--- config.mk ---
export PLATFORM = sky130hd
export DESIGN_NAME = piso_frame_ctrl
export DESIGN_NICKNAME = d
export VERILOG_FILES = /design/src/rtl/piso_frame_ctrl_pkg.sv /design/src/rtl/piso_frame_ctrl_rr_arb2.sv /design/src/rtl/piso_frame_ctrl.sv
export SDC_FILE = /design/constraint.sdc
export NUM_CORES = 1
export LEC_CHECK = 0
export CORE_ASPECT_RATIO = 0.8
export CORE_MARGIN = 5
export CORE_UTILIZATION = 51
export DETAILED_ROUTE_END_ITERATION = 8
export DONT_BUFFER_PORTS = 1
export PLACE_DENSITY_LB_ADDON = 0.15
export REMOVE_ABC_BUFFERS = 1
export SYNTH_ARGS = -nofsm -noshare
export SYNTH_HDL_FRONTEND = slang
export SYNTH_SLANG_ARGS = --single-unit
--- constraint.sdc ---
create_clock -name clk -period 3 [get_ports clk]
set_input_delay 0.45 -clock clk [delete_from_list [all_inputs] [get_ports clk]]
set_output_delay 0.45 -clock clk [all_outputs]
set_load 0.005 [all_outputs]
--- src/rtl/piso_frame_ctrl_pkg.sv ---
// Shared definitions for the PISO frame sequencer: FSM encoding and sizing.
package piso_frame_ctrl_pkg;

  localparam int PISO_WIDTH = 12;
  localparam int GAP_CNT_W  = 4;

  function automatic int cnt_width(input int w);
    return (w > 1) ? $clog2(w) : 1;
  endfunction

  localparam int PISO_CNT_W = cnt_width(PISO_WIDTH);

  typedef enum logic [1:0] {
    ST_IDLE  = 2'd0,
    ST_LOAD  = 2'd1,
    ST_SHIFT = 2'd2,
    ST_GAP   = 2'd3
  } state_t;

endpackage

--- src/rtl/piso_frame_ctrl_rr_arb2.sv ---
// Two-input round-robin arbiter: on a tie the requester that did not win last time is granted.
module rr_arb2 (
  input  logic       en,
  input  logic [1:0] req,
  input  logic       last_grant,
  output logic [1:0] gnt
);

  // One-hot grant, only while enabled
  always_comb begin
    gnt = 2'b00;
    if (en) begin
      if (req[0] && req[1]) gnt = last_grant ? 2'b01 : 2'b10;
      else if (req[0])      gnt = 2'b01;
      else if (req[1])      gnt = 2'b10;
    end
  end

endmodule

--- src/rtl/piso_frame_ctrl.sv ---
// Load/shift sequencer and 2-way arbiter for a PISO shift register, with frame strobes
// aligned to the register's serial output.
module piso_frame_ctrl
  import piso_frame_ctrl_pkg::*;
#(
  parameter int WIDTH      = PISO_WIDTH,
  parameter int GAP_CYCLES = 0
) (
  input  logic             clk,
  input  logic             rst,
  input  logic             in0_valid,
  input  logic [WIDTH-1:0] in0_data,
  output logic             in0_ready,
  input  logic             in1_valid,
  input  logic [WIDTH-1:0] in1_data,
  output logic             in1_ready,
  output logic             piso_sl,
  output logic [WIDTH-1:0] piso_data,
  output logic             bit_valid,
  output logic             frame_start,
  output logic             frame_end,
  output logic             frame_ch,
  output logic             busy
);

  localparam int                   CNT_W    = cnt_width(WIDTH);
  localparam logic [CNT_W-1:0]     CNT_LAST = CNT_W'(WIDTH - 1);
  localparam logic [GAP_CNT_W-1:0] GAP_LAST = GAP_CNT_W'((GAP_CYCLES > 0) ? GAP_CYCLES - 1 : 0);
  localparam bit                   HAS_GAP  = (GAP_CYCLES > 0);

  state_t               state, state_nxt;
  logic [CNT_W-1:0]     cnt;
  logic [GAP_CNT_W-1:0] gap_cnt;
  logic [WIDTH-1:0]     hold;
  logic                 hold_ch;
  logic                 last_grant;
  logic                 shift_last, gap_last, accept, hs;
  logic [1:0]           gnt;

  assign shift_last = (state == ST_SHIFT) && (cnt == CNT_LAST);
  assign gap_last   = (state == ST_GAP) && (gap_cnt == GAP_LAST);
  // No word is taken while reset is held, so nothing presented during reset is lost.
  assign accept     = !rst && ((state == ST_IDLE) || (shift_last && !HAS_GAP) || gap_last);

  rr_arb2 u_arb (
    .en         (accept),
    .req        ({in1_valid, in0_valid}),
    .last_grant (last_grant),
    .gnt        (gnt)
  );

  assign in0_ready = gnt[0];
  assign in1_ready = gnt[1];
  assign hs        = |gnt;
  // Busy covers the trailing frame_end cycle after the FSM has already returned to IDLE.
  assign busy      = (state != ST_IDLE) || frame_end;

  // Next-state and load-side outputs
  always_comb begin
    state_nxt = state;
    piso_sl   = 1'b0;
    piso_data = '0;
    case (state)
      ST_IDLE:  if (hs) state_nxt = ST_LOAD;
      ST_LOAD: begin
        piso_sl   = 1'b1;
        piso_data = hold;
        state_nxt = ST_SHIFT;
      end
      ST_SHIFT: begin
        if (shift_last) begin
          if (HAS_GAP) state_nxt = ST_GAP;
          else         state_nxt = hs ? ST_LOAD : ST_IDLE;
        end
      end
      ST_GAP:   if (gap_last) state_nxt = hs ? ST_LOAD : ST_IDLE;
      default:  state_nxt = ST_IDLE;
    endcase
  end

  // State register
  always_ff @(posedge clk) begin
    if (rst) state <= ST_IDLE;
    else     state <= state_nxt;
  end

  // Shift and gap counters, cleared whenever their state is not active
  always_ff @(posedge clk) begin
    if (rst) begin
      cnt     <= '0;
      gap_cnt <= '0;
    end else begin
      cnt     <= (state == ST_SHIFT && !shift_last) ? cnt + CNT_W'(1) : '0;
      gap_cnt <= (state == ST_GAP && !gap_last) ? gap_cnt + GAP_CNT_W'(1) : '0;
    end
  end

  // Arbitration history and channel of the held word
  always_ff @(posedge clk) begin
    if (rst) begin
      last_grant <= 1'b1;
      hold_ch    <= 1'b0;
    end else if (hs) begin
      last_grant <= gnt[1];
      hold_ch    <= gnt[1];
    end
  end

  // Hold register for the accepted word
  always_ff @(posedge clk) begin
    if (hs) hold <= gnt[1] ? in1_data : in0_data;
  end

  // Strobes delayed one cycle to line up with the register's serial output
  always_ff @(posedge clk) begin
    if (rst) begin
      bit_valid   <= 1'b0;
      frame_start <= 1'b0;
      frame_end   <= 1'b0;
      frame_ch    <= 1'b0;
    end else begin
      bit_valid   <= (state == ST_SHIFT);
      frame_start <= (state == ST_SHIFT) && (cnt == '0);
      frame_end   <= shift_last;
      if ((state == ST_SHIFT) && (cnt == '0)) frame_ch <= hold_ch;
    end
  end

endmodule

==> out/results.ini <==
[floorplanning]
ioPinCount=48
die-area_sq_mm=0.00372
die_h_microns=55.5
core-area_sq_mm=0.00246
die_w_microns=66.9
rows=16
initial_core_util_pct=53.7

[route]
via_per_inst=5.27
ant_nets=0
drc=0
drtIter0Drc=27
num_vias=791
routedWlPerCell_microns=14.5
finalWirelength_microns=2170
first_pass_iters=4

[timing]
skew_ns=0.00273
setup_violations=0
finalSetupTns_ns=0
slew_viol_final=0
finalCritPeriodShare_pct=76.9
period_needed_ns=2.31
hold_ws_ns=0.182
worst_slew_pin_slew_ns=0.702
slew_headroom_pct=53.1
hold_violations=0
rsz0062_at_grt=false
fmax_mhz=433

[place]
gp_congestion=0.697
placedCellCount=146
postPlaceCellArea_sq_mm=0.00136
hpwl_microns=1700
io_buffer_count=0

[cts]
path_clk_slew_ns=0.13
cts_setup_buffers=0
holdBufCountCts=0
insertion_delay_ns=0.31
cts_resized=0
cts_tree=yes
clockBufferDepth=2
cts_sinks=28
cts_inserted_buffers=3
h-tree-depth=1
cts-root-buf=clkbuf_4

[synthesis]
syn_avg_cell_area_sq_um=11.8
seq_area_frac_synth_pct=51.5
syn_inst=112
synth_area_sq_mm=0.00132
ys_warn_count=0
synth.ff_latch_count=28
yosys.cell_types.count=30

[layout]
area_growth_pct=4.92
layout_commonest_cell=dfxtp_1
design_area_sq_mm=0.00139
instances_no_fill=150
nNetsFinal=147
antenna_cells=0
layout-drive-gt1-share_pct=16.7
final_cell_mix=16 x dfxtp_1, 14 x and2_1, 12 x edfxtp_1

[setup_path]
cp_slowest_cell=dfxtp_1
start_kind=register
cp_cell_sequence=ha_1 -> nand3b_1 -> a22oi_4 -> nand4_4 -> inv_1
path_class=register to output pin
slowest_delay_ns=0.40
crit_fanout=14
critPathRequiredTime_ns=2.55
end_kind=output pin
cp.arrival_ns=1.86

[run_status]
outcome=completed

[global_route]
grt.total_usage_pct=12.1
grt_pass1_wl_microns=3450
grt_start_max_net_pins=16
grt_antenna_before_repair=0
overflow=0
grt_pass1_vias=779

[pwr]
cellInternalPower_mw=0.520
combinationalPowerShare_pct=14.0
seqPwrFrac_pct=64.2
peakVddDrop_mv=0.360
switching_share_pct=23.4
leakagePower_nw=0.539
powerDensity_mw_per_mm2=489
switchingPower_mw=0.158
p_clk_share_pct=21.8

[hold_path]
min-delay-path-class=input pin to register

[flow_run]
max_cap_violations=0

## through the flow
stage               util [%]  worst slack (ns)  total power [mW]
finish                  56.4             0.693             0.678
global route            56.4             0.530             0.717
CTS                     56.4             0.647             0.691
detailed placement      55.3             0.974             0.541
global placement        55.3              1.07             0.539
floorplan                  -             0.657             0.522
## power by group through the flow
stage               Clock [mW]  Sequential, mW  Combinational, mW
floorplan                    0           0.442             0.0794
global placement             0           0.444             0.0951
detailed placement           0           0.445             0.0968
CTS                      0.158           0.436             0.0972
global route             0.174           0.439              0.105
finish                   0.148           0.436             0.0946
## worst max-delay path, delay by kind of cell, from the launching register on
kind	cells	cell delay [ns]
AND/OR/NAND/NOR	2	0.50
flip-flops	1	0.40
AO/OA/AOI/OAI	1	0.26
adder cells (fa/ha/maj)	1	0.21
buffers and inverters	1	0.16
## logic make-up (layout without fill, tap and decap cells)
| kind of cell | after synthesis | in the layout | synth area share, % |
|---|---|---|---|
| buffers and inverters | 12 | 14 | 3.97 |
| adder cells (fa/ha/maj) | 4 | 4 | 3.78 |
| flip-flops | 28 | 28 | 51.5 |
| AO/OA/AOI/OAI | 5 | 5 | 3.88 |
| multiplexers | 13 | 13 | 13.2 |
| AND/OR/NAND/NOR | 46 | 46 | 21.0 |
| XOR/XNOR | 4 | 4 | 2.65 |
## cell type report
| type | count | area (sq um) |
|---|---|---|
| Inverter | 9 | 33.8 |
| Timing Repair Buffer | 1 | 7.51 |
| Sequential cell | 28 | 681 |
| Clock inverter | 1 | 3.75 |
| Multi-Input combinational cell | 72 | 594 |
| Clock buffer | 3 | 22.5 |
| Tap cell | 36 | 45.0 |
| Fill cell | 213 | 1070 |
## cell usage after synthesis
| master | n | area (sq um) |
|---|---|---|
| mux2_2 | 3 | 33.8 |
| mux2i_1 | 1 | 10.0 |
| nor4b_1 | 1 | 8.76 |
| mux2_4 | 8 | 120 |
| nor3_1 | 4 | 20.0 |
| and3_1 | 1 | 6.26 |
| a211o_1 | 1 | 8.76 |
| edfxtp_1 | 12 | 360 |
| o31ai_1 | 1 | 7.51 |
| ha_1 | 4 | 50.1 |
| nand4bb_4 | 1 | 27.5 |
| nand3_1 | 2 | 10.0 |
| mux2_1 | 1 | 11.3 |
| a22oi_4 | 1 | 21.3 |
| xor2_1 | 2 | 17.5 |
| nor2_1 | 11 | 41.3 |
| nand2b_1 | 1 | 6.26 |
| and2_1 | 14 | 87.6 |
| or3_1 | 1 | 6.26 |
| inv_1 | 9 | 33.8 |
| o221ai_1 | 1 | 8.76 |
| o21ai_0 | 1 | 5.00 |
| clkbuf_1 | 2 | 7.51 |
| nand2_1 | 6 | 22.5 |
| dfxtp_1 | 16 | 320 |
| buf_6 | 1 | 11.3 |
| nand4_4 | 1 | 21.3 |
| nand3b_1 | 1 | 7.51 |
| xnor2_1 | 2 | 17.5 |
| nor2b_1 | 2 | 12.5 |
## state kept, by name (all words and copies together) (netlist names)
| register | cells |
|---|---|
| bit_valid | 1 |
| cnt | 4 |
| frame_ch | 1 |
| frame_end | 1 |
| frame_start | 1 |
| gap_cnt | 4 |
| hold | 12 |
| hold_ch | 1 |
| last_grant | 1 |
| state | 2 |
## path summary, 6_finish.rpt
check / cells past startpoint / end / from / slack, ns
min reg2reg: 2 / hold_ch$_SDFFE_PP0P_ / hold_ch$_SDFFE_PP0P_ / 0.47
min: 1 / state[1]$_SDFFE_PP0P_ / rst / 0.18
max reg2reg: 5 / hold[1]$_DFFE_PP_ / cnt[0]$_SDFF_PP0_ / 0.99
max: 5 / in1_ready / cnt[0]$_SDFF_PP0_ / 0.69
## per-layer routing
layer | GRT usage (%) | share of wire (%) | vias to the layer above
li1 | - | - | 385
met1 | 13.2 | 39 | 374
met2 | 19.9 | 48 | 32
met3 | 8.32 | 13 | 0
met4 | 0.867 | 0 | 0
met5 | 0 | 0 | -
(Power assumes the default switching activity.)
